File: config.mk
export PLATFORM = sky130hd
export DESIGN_NAME = conv_axis_tx
export DESIGN_NICKNAME = d
export VERILOG_FILES = /design/src/rtl/conv_axis_tx.sv
export SDC_FILE = /design/constraint.sdc
export NUM_CORES = 1
export LEC_CHECK = 0
export CAP_MARGIN = 20
export CORE_ASPECT_RATIO = 0.8
export CORE_UTILIZATION = 44
export DETAILED_ROUTE_END_ITERATION = 7
export PLACE_DENSITY = 0.69
export SLEW_MARGIN = 20
export SYNTH_ARGS = -nofsm -noshare
export SYNTH_HDL_FRONTEND = slang
export SYNTH_SLANG_ARGS = --single-unit
File: constraint.sdc
create_clock -name clk -period 5.5 [get_ports clk]
set_input_delay 1.65 -clock clk [delete_from_list [all_inputs] [get_ports clk]]
set_output_delay 1.65 -clock clk [all_outputs]
set_load 0.03 [all_outputs]
File: src/rtl/conv_axis_tx.sv
// conv_axis_tx: buffers the convolution core's unthrottled pixel stream and emits it as an AXI4-Stream master.
// Optional feature: define CONV_TX_LEN_CHECK_EN to add a per-frame beat counter and the sticky len_err output.
module conv_axis_tx #(
    parameter int DEPTH     = 16,
    parameter int AF_LEVEL  = 12,
    parameter int FRAME_LEN = 304964
) (
    input  logic                   clk,
    input  logic                   reset,
    input  logic [31:0]            in_data,
    input  logic                   in_valid,
    input  logic                   in_last,
    output logic [31:0]            m_axis_tdata,
    output logic                   m_axis_tvalid,
    input  logic                   m_axis_tready,
    output logic                   m_axis_tlast,
    output logic [$clog2(DEPTH):0] level,
    output logic                   almost_full,
    output logic                   overflow,
    output logic                   frame_done,
    output logic                   busy,
`ifdef CONV_TX_LEN_CHECK_EN
    output logic                   len_err,
`endif
    input  logic                   clr_err
);

    localparam int AW = $clog2(DEPTH);
    localparam int LW = AW + 1;
    localparam logic [LW-1:0] DEPTH_L = LW'(DEPTH);
    localparam logic [LW-1:0] AF_L    = LW'(AF_LEVEL);

    localparam logic [1:0] S_IDLE   = 2'd0;
    localparam logic [1:0] S_ACTIVE = 2'd1;
    localparam logic [1:0] S_DRAIN  = 2'd2;

    logic [32:0]   mem [DEPTH];
    logic [AW-1:0] wr_ptr;
    logic [AW-1:0] rd_ptr;
    logic [LW-1:0] count;
    logic [LW-1:0] count_next;
    logic [32:0]   head;
    logic [1:0]    state;
    logic          last_dropped;
    logic          rd_en;
    logic          wr_en;
    logic          drop;
    logic          frame_end;

    assign head          = mem[rd_ptr];
    assign m_axis_tvalid = (count != '0);
    assign m_axis_tdata  = m_axis_tvalid ? head[31:0] : 32'd0;
    assign m_axis_tlast  = m_axis_tvalid & head[32];
    assign level         = count;
    assign busy          = (state != S_IDLE);

    // A full FIFO still accepts a beat when the head leaves on the same edge.
    assign rd_en = m_axis_tvalid && m_axis_tready;
    assign wr_en = in_valid && ((count != DEPTH_L) || rd_en);
    assign drop  = in_valid && !wr_en;

    // A dropped tlast can never be handshaked, so that frame closes once the FIFO runs dry.
    assign frame_end = (state == S_DRAIN) &&
                       (last_dropped ? (count == '0) : (rd_en && m_axis_tlast));

    always_comb begin
        count_next = count;
        case ({wr_en, rd_en})
            2'b10:   count_next = count + LW'(1);
            2'b01:   count_next = count - LW'(1);
            default: count_next = count;
        endcase
    end

    always_ff @(posedge clk) begin
        if (wr_en) mem[wr_ptr] <= {in_last, in_data};
    end

    always_ff @(posedge clk or posedge reset) begin
        if (reset) begin
            wr_ptr      <= '0;
            rd_ptr      <= '0;
            count       <= '0;
            almost_full <= 1'b0;
            overflow    <= 1'b0;
        end else begin
            if (wr_en) wr_ptr <= wr_ptr + AW'(1);
            if (rd_en) rd_ptr <= rd_ptr + AW'(1);
            count       <= count_next;
            almost_full <= (count_next >= AF_L);
            if (drop)         overflow <= 1'b1;
            else if (clr_err) overflow <= 1'b0;
        end
    end

    always_ff @(posedge clk or posedge reset) begin
        if (reset) begin
            state        <= S_IDLE;
            last_dropped <= 1'b0;
            frame_done   <= 1'b0;
        end else begin
            frame_done <= frame_end;
            case (state)
                S_IDLE, S_ACTIVE: begin
                    if (in_valid && in_last) begin
                        state        <= S_DRAIN;
                        last_dropped <= drop;
                    end else if (wr_en) begin
                        state <= S_ACTIVE;
                    end
                end
                S_DRAIN: begin
                    if (frame_end) state <= S_IDLE;
                end
                default: state <= S_IDLE;
            endcase
        end
    end

`ifdef CONV_TX_LEN_CHECK_EN
    logic [31:0] beat_cnt;

    // Dropped beats still count: the length error describes what the core sent, not what survived.
    always_ff @(posedge clk or posedge reset) begin
        if (reset) begin
            beat_cnt <= '0;
            len_err  <= 1'b0;
        end else begin
            if (in_valid) beat_cnt <= in_last ? 32'd0 : beat_cnt + 32'd1;
            if (in_valid && in_last && ((beat_cnt + 32'd1) != 32'(FRAME_LEN)))
                len_err <= 1'b1;
            else if (clr_err)
                len_err <= 1'b0;
        end
    end
`else
    logic unused_frame_len;
    assign unused_frame_len = (FRAME_LEN == 0);
`endif

endmodule
==> results of run 1 <==
worst max-delay path, delay by kind of cell, from the launching register on:
family	cells	cell delay, ps
AND/OR/NAND/NOR	1	180
buffers and inverters	2	940
flip-flops	1	630
multiplexers	2	1060
sequential cells by signal, indices dropped and copies added, names as in the netlist:
signal,count
mem,528
last_dropped,1
wr_ptr,4
state,2
rd_ptr,4
frame_done,1
level,5
almost_full,1
overflow,1
cells by family after synthesis:
kind of cell	after synthesis
AO/OA/AOI/OAI	17
XOR/XNOR	12
adder cells (fa/ha/maj)	8
buffers and inverters	54
flip-flops	547
multiplexers	168
AND/OR/NAND/NOR	86
how the worst max path moves through the flow:
stage | from | slack [ps] | to
2_1_floorplan | m_axis_tready | 650 | mem[3][0]$_DFFE_PP_
3_3_place_gp | rd_ptr[0]$_DFFE_PP0P_ | 970 | m_axis_tdata[20]
3_5_place_dp | rd_ptr[0]$_DFFE_PP0P_ | 970 | m_axis_tdata[25]
4_1_cts | rd_ptr[0]$_DFFE_PP0P_ | 360 | m_axis_tdata[25]
5_1_grt | rd_ptr[0]$_DFFE_PP0P_ | 260 | m_axis_tdata[25]
6_report | rd_ptr[0]$_DFFE_PP0P_ | 420 | m_axis_tdata[20]
metal layers:
layer / up-vias / wire length [um]
met5: - / 13
met4: 2 / 578
met3: 60 / 2684
met2: 281 / 21220
met1: 5172 / 19810
li1: 4033 / -
report_power, final:
group | total (mW) | switching (mW) | leakage, nW | internal [mW]
Sequential | 5.30 | 0.258 | 5.00 | 5.04
Clock | 3.31 | 1.46 | 0.760 | 1.85
Combinational | 4.48 | 2.30 | 1.97 | 2.18
through the flow:
| stage | total power [mW] | area [um^2] | hold WS, ps |
|---|---|---|---|
| 2_1_floorplan | 8.322 | 21080 | 468.6 |
| 3_3_place_gp | 9.895 | 23030 | 488.4 |
| 3_5_place_dp | 9.940 | 23030 | 505.9 |
| 4_1_cts | 13.25 | 24600 | 514.5 |
| 5_1_grt | 13.63 | 24600 | 548.8 |
| 6_report | 13.09 | 24610 | 515.0 |
layout by cell type (no fill, tap or decap), types with 12 or more instances in the layout:
cell and n:
clkbuf_16 51, nand2_1 17, nor2_4 12, and2_1 32
buf_4 29, edfxtp_1 528, clkdlybuf4s50_1 80, clkinv_1 12
buf_12 14, dfrtp_1 16, clkbuf_1 14, mux4_2 162
area by class of cell:
cell class / instances / area (um^2)
timing repair buffer: 123 / 1299
clock buffer: 65 / 1329
fill: 3548 / 22570
inverter: 9 / 33.78
antenna: 1 / 2.502
sequential: 547 / 16340
clock inverter: 29 / 240.2
tap: 620 / 775.7
multi-input combinational: 291 / 4587
==> key figures, run 1 <==
Logic synthesis
  • Synth Area in Simple Gates: 2.119%
  • Synth cell count leaders: edfxtp_1 (528), mux4_2 (162), and2_1 (32)
  • Yosys warns: 0
  • Mapped Cells: 892
  • Synth Area in XOR/XNOR: 0.4985%
  • Cell Area, Synth: 21,080 um^2
  • Dominant cell by count in the synthesized netlist: edfxtp_1
  • Synth Flop Type: edfxtp_1
  • Mapped Nets: 938
  • Seq cells post-synth: 547
  • Synth area leader: edfxtp_1
  • Top-area cell type share of the netlist area: 75.21%
  • Main combinational cell family by area after synthesis: multiplexers
  • EDFF count, synth: 528
  • Synth Area in Compound Gates: 0.5164%
  • Post-synth cell types: 37
  • Top cells by area, synth: edfxtp_1 (75%), mux4_2 (17%), dfrtp_1 (2.3%), and2_1 (0.95%), ha_1 (0.47%)
  • Async S/R FF share, synth: 3.473%
  • Seq/Total Area, Yosys: 77.46%
  • Mean Syn Cell Area: 23.63 um^2
  • Mux contribution to synthesized area: 17.63%
  • Adder-Cell Fraction of Synth Area: 0.4748%

Global routing
  • GR Util All Layers: 18.53%
  • Initial antenna violation count: 2
  • Number of global-route vias before repair: 9,779
  • Met1 global-route usage: 27.39%
  • Grt met3 use: 3.687%
  • Largest net degree at the start of global routing: 45
  • First-pass GRT wire length: 64,990 um
  • Gr busiest metal: met2
  • Grt total ovfl: 0
  • GR Util met2: 28.89%

Placed design
  • HPWL after DPL: 24,780 um
  • Routability cong.: 0.7214
  • Buffers on Ports: 80
  • Placed insts: 1,590
  • Dpl ws: 969.1 ps

Route
  • DR DRC count: 14
  • Initial DRC Count: 986
  • Via Count: 9,548
  • 1st-pass router iterations: 7
  • Routed Antenna Nets: 0
  • Post-Route WL: 44,310 um
  • WL per Instance: 26.29 um
  • Vias per cell: 5.666

Critical path
  • Reg-to-Reg Start: level[2]$_DFF_PP0_
  • CP Cell Sequence: buf_12 > mux4_2 > mux4_2 > and2_1 > clkdlybuf4s50_1
  • Critical path's most frequent cell: mux4_2
  • CP endpoint kind: output port
  • CP Class: reg2out
  • Flop2flop setup slack: 1840 ps
  • CP max stage delay: 630 ps
  • Critical path startpoint category: flip-flop
  • CP required: 3850 ps
  • WP data arrival: 3430 ps
  • Max FO, Critical Path: 44
  • Cells on worst reg2reg path: 14
  • CP max-delay cell: dfrtp_4
  • R2r endpoint: almost_full$_DFF_PP0_

Status
  • Run status: complete, but fails checks
  • Violations in the final reports: DRC

Clock network
  • CTS clock-pin slew for the worst setup and hold paths: 60 ps
  • Root Buffer: clkbuf_16
  • Cts repair resizes: 0
  • Setup bufs post-CTS: 0
  • Inserted Clock Buffers: 51
  • CTS H-tree depth: 2
  • Post-CTS Hold Buffers: 0
  • Total clock sinks: 547
  • Clk_lat worst skew: 580 ps
  • CTS Buffer Depth: 3
  • CTS tree: built

Floorplanning
  • Initial Util: 44.69%
  • Placement Rows: 71
  • # IOs: 81
  • Die H: 197.8 um
  • Die Span X: 246.7 um
  • Core area: 47,170 um^2
  • DIE AREA: 48,800 um^2

Timing
  • Slew headroom: 48.43%
  • Setup TNS Final: 0 ps
  • Fmax achieved: 196.9 MHz
  • RSZ-0062 raised after global routing: false
  • Slew of the pin with the lowest slew margin: 772.6 ps
  • Clock skew: 24.09 ps
  • Slew Viols, Final: 0
  • Post-layout worst setup margin: 421.7 ps
  • Final min period: 5078 ps
  • Fin crit share: 92.33%
  • Fin. Hold Viols: 0
  • Final setup violation count: 0

Run
  • Max_cap viols: 0

Layout
  • Area Overhead vs Synth: 16.72%
  • Final Core Density: 52.16%
  • Layout cells sized above 1: 28.10%
  • Non-Filler Instances: 1,685
  • Final net count: 1,069

Hold path
  • Hold Path Sink: state[0]$_DFFE_PP0P_
  • Worst Hold Class: reg2reg
  • Hold depth: 1
  • HP Start: state[1]$_DFFE_PP0P_

Pwr
  • Peak supply drop: 480.4 uV
  • Leak: 7.732 nW
  • PwrDens: 532.1 nW/um^2
Note: power is estimated with default switching activity, not from simulation.
==> run 2: changes to the inputs <==
--- a/config.mk
+++ b/config.mk
@@ -5,11 +5,12 @@
 export SDC_FILE = /design/constraint.sdc
 export NUM_CORES = 1
 export LEC_CHECK = 0
+export ABC_AREA = 1
 export CAP_MARGIN = 20
 export CORE_ASPECT_RATIO = 0.8
 export CORE_UTILIZATION = 44
 export DETAILED_ROUTE_END_ITERATION = 7
-export PLACE_DENSITY = 0.69
+export PLACE_DENSITY = 0.71
 export SLEW_MARGIN = 20
 export SYNTH_ARGS = -nofsm -noshare
 export SYNTH_HDL_FRONTEND = slang
==> constraint.sdc (replaced) <==
create_clock -name clk -period 4.2 [get_ports clk]
set_input_delay 1.26 -clock clk [delete_from_list [all_inputs] [get_ports clk]]
set_output_delay 1.26 -clock clk [all_outputs]
set_load 0.03 [all_outputs]
==> key figures, run 2 <==
Status
  • Run status: finished clean

Layout
  • Non-Filler Instances: 2,625
  • Layout cells sized above 1: 9.846%
  • Final net count: 1,957
  • Max reg flops: 528
  • ANT cells: 0
  • Most frequent cells in the layout: edfxtp_1 (528), nand2_1 (505), a21oi_1 (162)
  • Area Overhead vs Synth: 17.21%
  • Reg with most FFs: mem
  • Most common cell after layout, fill and taps aside: edfxtp_1

Global routing
  • Initial antenna violation count: 0
  • Number of global-route vias before repair: 14,030
  • Grt total ovfl: 0
  • First-pass GRT wire length: 81,610 um
  • Largest net degree at the start of global routing: 123
  • GR Util All Layers: 20.81%

Timing
  • Slew Viols, Final: 0
  • Slew headroom: 46.48%
  • Fin crit share: 94.79%
  • Fmax achieved: 251.2 MHz
  • Final setup violation count: 0
  • Clock skew: 12.78 ps
  • Final min period: 3981 ps
  • Slew of the pin with the lowest slew margin: 802.0 ps
  • Setup TNS Final: 0 ps
  • RSZ-0062 raised after global routing: false
  • Fin. Hold Viols: 0

Critical path
  • Critical path startpoint category: flip-flop
  • CP Cell Sequence: inv_2 > buf_4 > nand3_1 > nand2_1 > a21oi_1 > o31ai_1 > a21oi_1 > buf_12
  • WP data arrival: 2720 ps
  • CP required: 2940 ps
  • Crit path max-delay family: buffers and inverters
  • Max FO, Critical Path: 17
  • CP endpoint kind: output port
  • Critical path's most frequent cell: a21oi_1
  • CP Class: reg2out
  • Worst Path Buf+Inv: 3
  • CP max-delay cell: dfrtp_4
  • CP max stage delay: 570 ps

Pwr
  • Leak: 9.323 nW
  • Peak supply drop: 767.6 uV
  • PwrDens: 744.7 nW/um^2

Logic synthesis
  • Seq cells post-synth: 547
  • Async S/R FF share, synth: 3.473%
  • Mean Syn Cell Area: 12.11 um^2
  • Top-area cell type share of the netlist area: 71.61%
  • EDFF count, synth: 528
  • Cell Area, Synth: 22,140 um^2
  • Post-synth cell types: 28
  • Mapped Nets: 1,874
  • Dominant cell by count in the synthesized netlist: edfxtp_1
  • Top cells by area, synth: edfxtp_1 (72%), nand2_1 (8.6%), a21oi_1 (3.7%), nand3_1 (3.4%), nor2_1 (2.6%)
  • Mapped Cells: 1,828
  • Seq/Total Area, Yosys: 73.76%
  • Yosys warns: 0
  • Synth area leader: edfxtp_1
  • Synth Flop Type: edfxtp_1
  • Synth cell count leaders: edfxtp_1 (528), nand2_1 (505), a21oi_1 (162)

Floorplanning
  • Placement Rows: 73
  • Die Span X: 252.8 um
  • Core area: 49,690 um^2
  • Initial Util: 44.56%
  • # IOs: 81
  • DIE AREA: 51,230 um^2
  • Die H: 202.6 um

Hold path
  • Worst Hold Class: reg2reg

Clock network
  • Total clock sinks: 547
  • CTS H-tree depth: 2
  • CTS tree: built
  • Inserted Clock Buffers: 51
  • CTS clock-pin slew for the worst setup and hold paths: 60 ps
  • CTS Buffer Depth: 3
  • Clk_lat worst skew: 570 ps
  • Root Buffer: clkbuf_16

Route
  • Initial DRC Count: 1,539
  • Via Count: 14,470
  • Post-Route WL: 53,990 um
  • DR DRC count: 0
  • 1st-pass router iterations: 5
  • Routed Antenna Nets: 0
  • WL per Instance: 20.57 um
  • Vias per cell: 5.510

Run
  • Max_cap viols: 0

Placed design
  • Placed insts: 2,526
  • Buffers on Ports: 80
  • HPWL after DPL: 28,980 um
  • Routability cong.: 0.8088
-- run 2: timing repair --
action	in CTS	in global routing
endpoints found under the setup margin	0	27
setup buffers	0	5
resized for setup	0	5
endpoints found under the hold margin	0	0
hold buffers	0	0
-- run 2: layer usage --
layer	track usage [%]	vias up	routed length [um]
li1	-	6617	-
met1	29.11	7104	22130
met2	33.76	657	26110
met3	3.038	87	4444
met4	6.364	0	1307
met5	0	-	0
-- run 2: cells by family after synthesis --
kind of cell | Yosys count | share of synthesized area (%)
adders and majority gates | 8 | 0.4521
xor gates and xnor gates | 10 | 0.3956
DFF | 547 | 73.76
buffers and inverters | 153 | 3.238
and+or+nand+nor | 809 | 14.59
AOI/OAI and AO/OA | 301 | 7.567
-- run 2: worst reg2reg max path, stage by stage (launching register included) --
cell	delay, ps
dfrtp_1	430
nor2_1	150
nand3_1	120
inv_1	80
nand2_1	110
nand2_1	160
inv_1	140
ha_1	310
xor2_1	250
ha_1	190
inv_1	40
nand2_1	80
nand3_1	100
nand3_1	100
nand2_1	60
nand2_1	50
nand2_1	70
inv_1	60
nand2_1	50
-- run 2: path summary, 6_finish.rpt --
check	from	to	slack, ps	cells past startpoint
max	rd_ptr[1]$_DFFE_PP0P_	m_axis_tdata[22]	220	8
min	state[1]$_DFFE_PP0P_	state[0]$_DFFE_PP0P_	460	1
max reg2reg	level[0]$_DFF_PP0_	almost_full$_DFF_PP0_	1540	18
min reg2reg	state[1]$_DFFE_PP0P_	state[0]$_DFFE_PP0P_	460	1
max in group asynchronous	reset	rd_ptr[0]$_DFFE_PP0P_	2470	2
min in group asynchronous	reset	almost_full$_DFF_PP0_	1140	2
-- run 2: power by group --
group          internal (mW)  total (mW)  switching [mW]
clock                   2.61        4.56            1.94
combinational           2.88        7.95            5.08
sequential              6.56        6.82           0.256
total                   12.1        19.3            7.27
-- run 2: metrics by stage --
stage                     total power, mW  hold WS (ps)  area [um^2]  utilization, %  setup WS [ps]
after floorplan                     11.45         423.4        22140               -          666.6
after global placement              14.54         445.5        24210           48.72          679.8
after detailed placement            14.70         459.7        24210           48.72          622.4
after CTS                           19.24         468.4        25840           52.00          15.15
after global routing                20.30         486.1        25950           52.23          44.26
final                               19.33         463.6        25950           52.23          218.7
-- run 2: final cells by class --
class / instances / area [um^2]
Tap cell: 675 / 844.6
Fill cell: 4103 / 23740
Timing Repair Buffer: 143 / 1754
Inverter: 40 / 171.4
Multi-Input combinational cell: 1128 / 5214
Clock buffer: 66 / 1375
Clock inverter: 26 / 254.0
Sequential cell: 547 / 16340
==> run 3: changes to the inputs <==
==> constraint.sdc (replaced) <==
create_clock -name clk -period 4.2 [get_ports clk]
set_input_delay 1.26 -clock clk [delete_from_list [all_inputs] [get_ports clk]]
set_output_delay 1.26 -clock clk [all_outputs]
set_load 0.02 [all_outputs]
==> key figures, run 3 (same netlist as run 2, synthesis figures left out) <==
Status
  • Run status: finished clean

Timing
  • Slew headroom: 42.17%
  • Final setup violation count: 0
  • Setup TNS Final: 0 ps
  • Slew of the pin with the lowest slew margin: 866.5 ps
  • Fin. Hold Viols: 0
  • Clock skew: 18.70 ps
  • Slew Viols, Final: 0
  • Fin crit share: 97.56%
  • Fmax achieved: 244.1 MHz
  • Final min period: 4097 ps

Critical path
  • CP endpoint kind: output port
  • Max FO, Critical Path: 41
  • CP Class: reg2out
  • Cells on worst reg2reg path: 19
  • WP data arrival: 2840 ps
  • R2r endpoint: almost_full$_DFF_PP0_
  • Reg-to-Reg Start: level[1]$_DFF_PP0_
  • Flop2flop setup slack: 1590 ps
  • Critical path startpoint category: flip-flop
  • CP required: 2940 ps

Route
  • Via Count: 14,400
  • Post-Route WL: 54,790 um
  • Vias per cell: 5.472
  • WL per Instance: 20.82 um
  • Max layer used: met4
  • Metal3 WL: 4784 um
  • Met1 WL: 22,800 um
  • Initial DRC Count: 1,860
  • DR DRC count: 0
  • 1st-pass router iterations: 6
  • Routed Antenna Nets: 0
  • Metal2 WL: 25,560 um

Global routing
  • Grt total ovfl: 0
  • Initial antenna violation count: 0
  • Number of global-route vias before repair: 14,030
  • GR Util All Layers: 21.51%
  • Largest net degree at the start of global routing: 105
  • First-pass GRT wire length: 83,430 um

Floorplanning
  • # IOs: 81
  • Core area: 49,690 um^2
  • Placement Rows: 73
  • Initial Util: 44.56%
  • DIE AREA: 51,230 um^2
  • Die Span X: 252.8 um
  • Die H: 202.6 um

Hold path
  • Hold Path Sink: state[0]$_DFFE_PP0P_
  • Hold depth: 1
  • HP Start: state[1]$_DFFE_PP0P_
  • Worst Hold Class: reg2reg

Clock network
  • CTS clock-pin slew for the worst setup and hold paths: 60 ps
  • CTS H-tree depth: 2
  • Root Buffer: clkbuf_16
  • Inserted Clock Buffers: 52
  • Total clock sinks: 547
  • CTS Buffer Depth: 3
  • CTS tree: built
  • Post-CTS Hold Buffers: 0
  • Clk_lat worst skew: 600 ps

Run
  • Max_cap viols: 0

Pwr
  • Leak: 9.368 nW
  • Total chip power: 18.47 mW
  • Peak supply drop: 501.4 uV
  • PwrDens: 713.2 nW/um^2

Layout
  • Area Overhead vs Synth: 16.98%
  • ANT cells: 0
  • Final net count: 1,964
  • Fillers: 4,184
  • Reg with most FFs: mem
  • Max reg flops: 528
  • Final Core Density: 52.13%
  • Non-Filler Instances: 2,631
  • Most common cell after layout, fill and taps aside: edfxtp_1
  • Layout cells sized above 1: 8.947%
  • Most frequent cells in the layout: edfxtp_1 (528), nand2_1 (505), a21oi_1 (160)

Placed design
  • Buffers on Ports: 80
  • Routability cong.: 0.7852
  • HPWL after DPL: 29,180 um
  • Placed insts: 2,531
==> run 3: worst max-delay path by stage <==
stage / start / to / slack, ps / cells past startpoint
2_1_floorplan: in_valid / mem[0][0]$_DFFE_PP_ / 670 / 5
3_3_place_gp: rd_ptr[0]$_DFFE_PP0P_ / m_axis_tdata[15] / 360 / 9
3_5_place_dp: rd_ptr[0]$_DFFE_PP0P_ / m_axis_tdata[15] / 330 / 9
4_1_cts: rd_ptr[0]$_DFFE_PP0P_ / m_axis_tdata[1] / -100 / 8
5_1_grt: rd_ptr[0]$_DFFE_PP0P_ / m_axis_tdata[16] / -6 / 10
6_report: rd_ptr[0]$_DFFE_PP0P_ / m_axis_tdata[22] / 100 / 8
==> run 3: final cells by class <==
class                      instances  area (um^2)  area share [%]
inverter                          40        167.7          0.6473
multi-input combinational       1128         5236           20.22
clock buffer                      64         1368           5.280
tap                              675        844.6           3.261
sequential                       547        16340           63.09
timing repair buffer             149         1608           6.208
clock inverter                    28        336.6           1.300
==> run 3: report_power, final <==
group	total [mW]	switching (mW)	internal, mW
sequential	6.79	0.228	6.56
clock	4.76	2.01	2.75
combinational	6.92	4.64	2.28
==> run 3: worst max-delay path: stages (launching register included) <==
cell           delay, ps
dfrtp_4              570
buf_12               170
buf_4                150
bufbuf_16            320
o21ai_0              170
nor2_1                60
o31ai_1              300
a21oi_2              140
dlygate4sd2_1        350
==> run 3: per-layer routing <==
metal,vias up,GRT usage [%]
li1,6645,-
met1,7003,29.54
met2,640,34.38
met3,110,4.000
met4,0,7.576
met5,-,0
==> run 3: through the flow <==
| step | cell area (um^2) | hold WS (ps) | setup WS (ps) |
|---|---|---|---|
| 2_1_floorplan | 22140 | 423.4 | 666.6 |
| 3_3_place_gp | 24000 | 444.0 | 357.8 |
| 3_5_place_dp | 24000 | 451.6 | 330.2 |
| 4_1_cts | 25820 | 459.6 | -96.29 |
| 5_1_grt | 25900 | 473.8 | -6.185 |
| 6_report | 25900 | 459.1 | 102.6 |
==> run 3: what timing repair did <==
| item | CTS | global route |
|---|---|---|
| gates cloned | 2 | 1 |
| pin swaps | 0 | 0 |
| buffers inserted | 5 | 0 |
| gates resized for setup | 32 | 24 |
| setup endpoints to repair | 33 | 14 |
==> RTL change (config.mk and constraints of run 2) <==
The parameter `DEPTH` goes from 16 to 8.
--- a/src/rtl/conv_axis_tx.sv
+++ b/src/rtl/conv_axis_tx.sv
@@ -2,5 +2,5 @@
 // Optional feature: define CONV_TX_LEN_CHECK_EN to add a per-frame beat counter and the sticky len_err output.
 module conv_axis_tx #(
-    parameter int DEPTH     = 16,
+    parameter int DEPTH     = 8,
     parameter int AF_LEVEL  = 12,
     parameter int FRAME_LEN = 304964
Interface: changed (resized level); port bits go from 81 to 80. The function was not compared with the original's and may differ.
==> RTL change against run 2 <==
Register-to-register slack better by 0.22 ns. Maximum frequency decreased by 0.48%. First-iteration DRC count down 59%. Worst hold slack worse by 0.025 ns. Routed wire length shrank 55%. Power is 48% lower. Combinational power decreased by 47%. Area after synthesis fell by 49%. Via count down 51%. Cell area decreased by 49%. Worst setup slack worse by 0.019 ns. Sequential cell count is 267 lower. Cell count down 51%. Largest power group unchanged. Highest routed layer unchanged.
==> RTL change: results <==
{
  "async_flop_share_pct": 5.71,
  "r2r_slack_ns": 1.76,
  "worst_hold_startpoint": "state[1]$_DFFE_PP0P_",
  "place.gp.congestion": 0.766,
  "rr_worst_depth": 13,
  "grt_pass1_wl_mm": 37.6,
  "routed_wl_mm": 24.3,
  "post-place-cells": 1230,
  "pre_cts_ws_ns": 0.555,
  "synth-xor-area-share_pct": 0.390,
  "cp-endpoint": "m_axis_tdata[11]",
  "postLayoutSetupSlackWorst_ns": 0.200,
  "track_usage_pct": 18.4,
  "routed-wl-met2_mm": 11.5,
  "worst_hold_slack_ns": 0.439,
  "cts_buffers": 26,
  "grtUsageMet1_pct": 26.0,
  "fill_cells": 1988,
  "yosysSeqAreaShare_pct": 74.1,
  "syn-instance-count": 862,
  "slowest_delay_ns": 0.68,
  "use_met3_pct": 2.59,
  "synth_area_leaders": "edfxtp_1, nor2_1, o21ai_0",
  "drtIter0Drc": 636,
  "route.met3.wl_mm": 1.55,
  "wl_met1_mm": 10.6,
  "placed_area_um2": 12400,
  "power.leakage_nw": 4.50,
  "worstPathArrival_ns": 2.74,
  "finalClockSkew_ns": 0.0106,
  "hpwl_mm": 13.7,
  "h-tree-depth": 1,
  "placement.io_buffers": 79,
  "vias_per_cell": 5.49,
  "worstPathMaxFanout": 70,
  "synth_edf_count": 264,
  "crit_path_top_delay_cell": "clkdlybuf4s50_1",
  "cts-resized-gates": 1,
  "largest_reg_flops": 264,
  "grt_pass1_vias": 6783,
  "synthTopCellsByCount": "edfxtp_1, nor2_1, o21ai_0",
  "startpoint": "rd_ptr[0]$_DFFE_PP0N_",
  "finalNetCount": 984,
  "clk_latency_ns": 0.52,
  "grt_max_degree": 98,
  "peakVddDrop_v": 0.000519,
  "synth_fa_ha_area_share_pct": 0.624,
  "status": "finished, final reports clean",
  "synth_mux_area_share_pct": 0,
  "final_layout_size_suffix_gt1_share_pct": 11.3,
  "synth_compound_area_share_pct": 11.2
}
==> RTL change: changes by cell type after synthesis, sizes merged, moves of 5 or more <==
cell | before | now
nand2 | 505 | 38
edfxtp | 528 | 264
a21oi | 162 | 3
nand3 | 150 | 15
o21ai | 71 | 163
o22ai | 1 | 65
o31ai | 64 | 0
nor2 | 151 | 207
buf | 69 | 30
clkbuf | 44 | 23
inv | 38 | 23
xor2 | 9 | 4
==> RTL change: power breakdown <==
group	switching, mW	internal [mW]	leakage [nW]
Clock	0.990	1.30	0.413
Sequential	0.152	3.46	2.59
Combinational	2.78	1.40	1.49
Total	3.92	6.16	4.50
==> RTL change: cell type report <==
type / count / area, um^2 / area share, %
multi-input combinational: 506 / 2530 / 19.1
timing repair buffer: 104 / 1030 / 7.80
sequential: 280 / 8330 / 63.0
inverter: 23 / 108 / 0.813
tap: 318 / 398 / 3.01
clock inverter: 19 / 148 / 1.12
clock buffer: 29 / 683 / 5.16
